$ cat src/rtl/alu_mul_seq.sv
// alu_mul_seq: multi-cycle unsigned shift-and-add multiplier controller.
// Drives the shared combinational ALU (ADD / MVC) for WIDTH iterations
// and returns a 2*WIDTH product over a valid/ready handshake.
`ifndef WIDTH_WORD
`define WIDTH_WORD 8
`endif

module alu_mul_seq #(
  parameter  int WIDTH = `WIDTH_WORD,
  localparam int CNT_W = $clog2(WIDTH) + 1
) (
  input  logic             clk,
  input  logic             rst_n,
  input  logic             req_valid,
  output logic             req_ready,
  input  logic [WIDTH-1:0] req_a,
  input  logic [WIDTH-1:0] req_b,
  output logic             resp_valid,
  input  logic             resp_ready,
  output logic [WIDTH-1:0] resp_hi,
  output logic [WIDTH-1:0] resp_lo,
  output logic             resp_ovf,
  output logic             busy,
  output logic [2:0]       alu_op,
  output logic [WIDTH-1:0] alu_a,
  output logic [WIDTH-1:0] alu_b,
  input  logic [WIDTH-1:0] alu_y,
  input  logic             alu_carry
);

  localparam logic [2:0] OP_ADD = 3'b000;
  localparam logic [2:0] OP_MVC = 3'b101;

  typedef enum logic [1:0] {
    S_IDLE = 2'd0,
    S_RUN  = 2'd1,
    S_DONE = 2'd2
  } state_t;

  state_t             state;
  state_t             state_nxt;
  logic [WIDTH-1:0]   acc;
  logic [WIDTH-1:0]   mq;
  logic [WIDTH-1:0]   mcand;
  logic [CNT_W-1:0]   cnt;
  logic               sum_c;
  logic [WIDTH-1:0]   part_hi;
  logic [WIDTH-1:0]   part_lo;
  logic               last_iter;

  // The W+1-bit partial sum {sum_c, alu_y} shifted right one place splits
  // into the new accumulator and the new low half (multiplier shifts out).
  assign part_hi   = {sum_c, alu_y[WIDTH-1:1]};
  assign part_lo   = {alu_y[0], mq[WIDTH-1:1]};
  assign last_iter = (cnt == CNT_W'(1));
  assign resp_ovf  = |resp_hi;

  // State register.
  always_ff @(posedge clk) begin
    if (!rst_n) begin
      state <= S_IDLE;
    end else begin
      state <= state_nxt;
    end
  end

  // Next-state decode and ALU/handshake outputs; ALU is MVC/0/0 unless iterating.
  always_comb begin
    state_nxt  = state;
    req_ready  = 1'b0;
    resp_valid = 1'b0;
    busy       = 1'b0;
    alu_op     = OP_MVC;
    alu_a      = '0;
    alu_b      = '0;
    sum_c      = 1'b0;
    case (state)
      S_IDLE: begin
        req_ready = 1'b1;
        if (req_valid) begin
          state_nxt = S_RUN;
        end
      end
      S_RUN: begin
        busy  = 1'b1;
        alu_a = acc;
        alu_b = mcand;
        if (mq[0]) begin
          alu_op = OP_ADD;
          sum_c  = alu_carry;
        end else begin
          // MVC passes acc through; its carry-out is not meaningful.
          alu_op = OP_MVC;
          sum_c  = 1'b0;
        end
        if (last_iter) begin
          state_nxt = S_DONE;
        end
      end
      S_DONE: begin
        busy       = 1'b1;
        resp_valid = 1'b1;
        if (resp_ready) begin
          state_nxt = S_IDLE;
        end
      end
      default: begin
        state_nxt = S_IDLE;
      end
    endcase
  end

  // Operand load, per-iteration shift-and-add update, and result capture.
  always_ff @(posedge clk) begin
    if (!rst_n) begin
      acc     <= '0;
      mq      <= '0;
      mcand   <= '0;
      cnt     <= '0;
      resp_hi <= '0;
      resp_lo <= '0;
    end else begin
      case (state)
        S_IDLE: begin
          if (req_valid) begin
            mcand <= req_a;
            mq    <= req_b;
            acc   <= '0;
            cnt   <= CNT_W'(WIDTH);
          end
        end
        S_RUN: begin
          acc <= part_hi;
          mq  <= part_lo;
          cnt <= cnt - CNT_W'(1);
          if (last_iter) begin
            resp_hi <= part_hi;
            resp_lo <= part_lo;
          end
        end
        default: begin
        end
      endcase
    end
  end

endmodule

$ cat config.mk
export PLATFORM = sky130hd
export DESIGN_NAME = alu_mul_seq
export DESIGN_NICKNAME = d
export VERILOG_FILES = /design/src/rtl/alu_mul_seq.sv
export SDC_FILE = /design/constraint.sdc
export NUM_CORES = 1
export LEC_CHECK = 0
export ABC_AREA = 0
export CAP_MARGIN = 15
export CORE_MARGIN = 5
export CORE_UTILIZATION = 58
export CTS_BUF_LIST = sky130_fd_sc_hd__clkbuf_4
export DETAILED_ROUTE_END_ITERATION = 6
export DONT_BUFFER_PORTS = 1
export GPL_TIMING_DRIVEN = 0
export PLACE_DENSITY_LB_ADDON = 0.15
export SLEW_MARGIN = 0
export SYNTH_ARGS = -nofsm -noshare
export SYNTH_HDL_FRONTEND = slang
export SYNTH_SLANG_ARGS = --single-unit
$ cat constraint.sdc
create_clock -name clk -period 1.94 [get_ports clk]
set_clock_uncertainty 0.15 [all_clocks]
set_input_delay 0.582 -clock clk [delete_from_list [all_inputs] [get_ports clk]]
set_output_delay 0.582 -clock clk [all_outputs]
set_load 0.005 [all_outputs]
==> impl_metrics.csv, run 1 <==
group,metric,value,unit
synthesis,syn_inst,247,
job,maxCapViolations,0,
timing,hold_ws,0.195,ns
placement,io_buffers,0,
critical_path,critical_path_class,"reg2out",
detailed_routing,drtAntennaViolNets,0,
synthesis,synthArstFlopShare,0,%
cts,clock_latency,0.34,ns
timing,slew_violations,0,
power,pwr-share-seq,41.1,%
floorplan,die_y,71.6,um
cts,root_buffer,"clkbuf_4",
timing,fmax,490,MHz
cells_and_area,nNetsFinal,296,
floorplan,die_w,71.6,um
timing,min_period,2.04,ns
power,sw_frac_of_total,35.5,%
placement,place_congestion,0.769,
cts,clkTransAtPathRegs,0.14,ns
critical_path,cp_max_fo,6,
cells_and_area,insertedDiodeCount,0,
synthesis,synth_nets,281,
detailed_routing,drc,0,
floorplan,core_region_area,0.00366,mm^2
floorplan,dieArea,0.00513,mm^2
min_path,hold_path.class,"in2reg",
power,clockPowerShare,15.5,%
floorplan,ios,68,
cts,htree_levels,2,
global_routing,grt_overflow_total,0,
detailed_routing,routed-via-count,1789,
cts,cts_buffers,5,
timing,fin_crit_sh,105,%
global_routing,grt_pass1_wl,8570,um
synthesis,synth_edf_count,0,
global_routing,grt_pass1_vias,1742,
synthesis,synthesis.area,0.00220,mm^2
cells_and_area,multi_input_area,0.00123,mm^2
synthesis,yosysUniqueCellTypes,39,
min_path,hold_start,"alu_y[5]",
power,combPwrFrac,43.4,%
run_status,violations,"negative setup slack",
cells_and_area,final_core_util,69.6,%
synthesis,synth-main-ff-cell,"dfxtp_1",
power,p_int,1.91,mW
critical_path,crit_path_start,"state[1]",
placement,hpwlAfterDp,3580,um
power,p_leak,1.06,nW
cells_and_area,fillers,312,
cts,clock_sinks,46,
timing,setup_viol,17,
detailed_routing,drt-initial-drc-count,112,
synthesis,ys_warn_count,0,
critical_path,setup.worst_path.start_class,"flip-flop",
timing,hold_viol,0,
global_routing,grt_max_degree,15,
power,finalPower,2.95,mW
floorplan,rows,22,
synthesis,yosysSeqAreaShare,41.8,%
synthesis,syn_avg_cell_area,8.92,um^2
cts,cts.path.max_buffers,2,
critical_path,r2r_start,"state[1]",
placement,place_area,0.00228,mm^2
power,powerDensity,1160,mW/mm^2
detailed_routing,avgViaCountPerCell,5.75,
critical_path,arrival,1.31,ns
global_routing,antenna_found_initial,0,
power,p_sw,1.05,mW
synthesis,ys_ff_latch,46,
cells_and_area,regArea,926,um^2
cells_and_area,syn_to_final_growth,15.7,%
cells_and_area,final_area,0.00255,mm^2
critical_path,worstPathRequired,1.21,ns
timing,fin_ws,-0.102,ns
cts,cts_tree,"built",
power,irDropWorstVdd,0.685,mV
detailed_routing,routedWlPerCell,16.8,um
detailed_routing,wirelength,5210,um
global_routing,grt.total_usage,20.8,%
cells_and_area,drive_gt1_share,24.0,%
run_status,outcome,"finished with violations",
floorplan,initial_core_util,60.2,%
timing,rsz0062_at_grt,"yes",
detailed_routing,drtPass1Iterations,4,
critical_path,end_kind,"output port",
registers in the layout (all words and copies together), names as in the netlist:
| name | cells |
|---|---|
| mq | 8 |
| resp_lo | 8 |
| state | 2 |
| mcand | 8 |
| acc | 8 |
| resp_hi | 8 |
| cnt | 4 |
cell usage after synthesis, types with 6 or more instances:
cell,instances,area share [%]
o211a_1,8,3.6
a21boi_0,24,8.2
nand2_1,54,9.2
buf_4,6,2.0
dfxtp_1,46,42
nor2b_1,9,2.6
and2_1,19,5.4
clkbuf_1,8,1.4
a32oi_1,7,2.8
nand3_1,11,2.5
mux2i_1,10,4.5
inv_1,6,1.0
worst max-delay path: stages, from the launching register on:
cell and delay, ns:
dfxtp_2 0.35, inv_2 0.07, ha_4 0.21, buf_8 0.15, nand2_4 0.06, buf_6 0.12
placed cells by master, fill, tap and decap left out, types with 3 or more instances in the layout:
| cell type | n |
|---|---|
| buf_4 | 12 |
| dfxtp_2 | 4 |
| nand2_1 | 53 |
| a21boi_1 | 3 |
| and2_1 | 3 |
| nor2b_1 | 9 |
| ha_1 | 3 |
| buf_2 | 4 |
| a21boi_0 | 23 |
| and2_4 | 16 |
| clkbuf_1 | 5 |
| nand3_1 | 11 |
| mux2i_1 | 10 |
| o211a_1 | 8 |
| buf_6 | 3 |
| inv_1 | 5 |
| dfxtp_1 | 42 |
| clkbuf_4 | 6 |
| a32oi_1 | 7 |
metal layers:
metal,vias to the layer above,track usage [%],wire length (um)
met4,0,4.80,31
met3,4,5.89,452
met2,68,33.2,2450
met1,844,27.9,2280
li1,873,-,-
met5,-,0,0
logic make-up (layout without fill, tap and decap cells):
family | count (synthesis) | after routing | synth area share (%)
other | 1 | 1 | 0.170
buffers and inverters | 27 | 43 | 6.31
and+or+nand+nor | 106 | 106 | 24.1
adders and majority gates | 5 | 5 | 2.84
muxes | 12 | 12 | 5.85
DFF | 46 | 46 | 41.8
AOI/OAI and AO/OA | 50 | 50 | 18.9
power by group through the flow:
stage	sequential [mW]	combinational (mW)	clock, mW
global placement	1.21	0.946	0
floorplan	1.18	0.789	0
global route	1.23	1.41	0.513
finish	1.21	1.28	0.458
detailed placement	1.22	0.961	0
CTS	1.21	1.18	0.474
final cells by class:
| class | count | area share, % |
|---|---|---|
| repair buffers | 10 | 3.73 |
| clock buffers | 6 | 1.77 |
| plain buffers | 19 | 6.09 |
| inverters | 6 | 0.884 |
| clock inverters | 2 | 0.540 |
| multi-input cells | 174 | 48.3 |
| flip-flops and latches | 46 | 36.3 |
| well taps | 48 | 2.36 |
repair_timing:
item                       4_1_cts  5_1_grt
hold endpoints to repair         0        0
setup endpoints to repair       19       38
setup buffers                    6        4
gates resized for setup         28       19
cloned                           1        0
hold buffers                     0        0
pin swaps                        8        3
through the flow:
| step | setup TNS [ns] | setup WS (ns) | std cells |
|---|---|---|---|
| 6_report | -1.09 | -0.102 | 311 |
| 2_1_floorplan | 0 | 0.00322 | 247 |
| 4_1_cts | -2.37 | -0.152 | 309 |
| 3_3_place_gp | -1.63 | -0.166 | 295 |
| 5_1_grt | -2.04 | -0.162 | 311 |
| 3_5_place_dp | -1.61 | -0.158 | 295 |
worst paths after layout:
path,to,cells after the start,slack (ns)
min,resp_hi[4],2,0.19
min reg2reg,mcand[2],2,0.32
max,alu_op[2],5,-0.10
max reg2reg,resp_hi[2],9,0.12
Power figures use the tool's default switching activity.
==> run 2: changes to the inputs <==
Settings changed: HOLD_SLACK_MARGIN set to 0.08.
==> results of run 2 <==
No change in the layout: final DEF, timing and power equal those of run 1.
==> run 3: changes to the inputs <==
Settings changed: HOLD_SLACK_MARGIN 0.08 to not set.
==> results of run 3 <==
No change in the layout: final DEF, timing and power equal those of run 1.
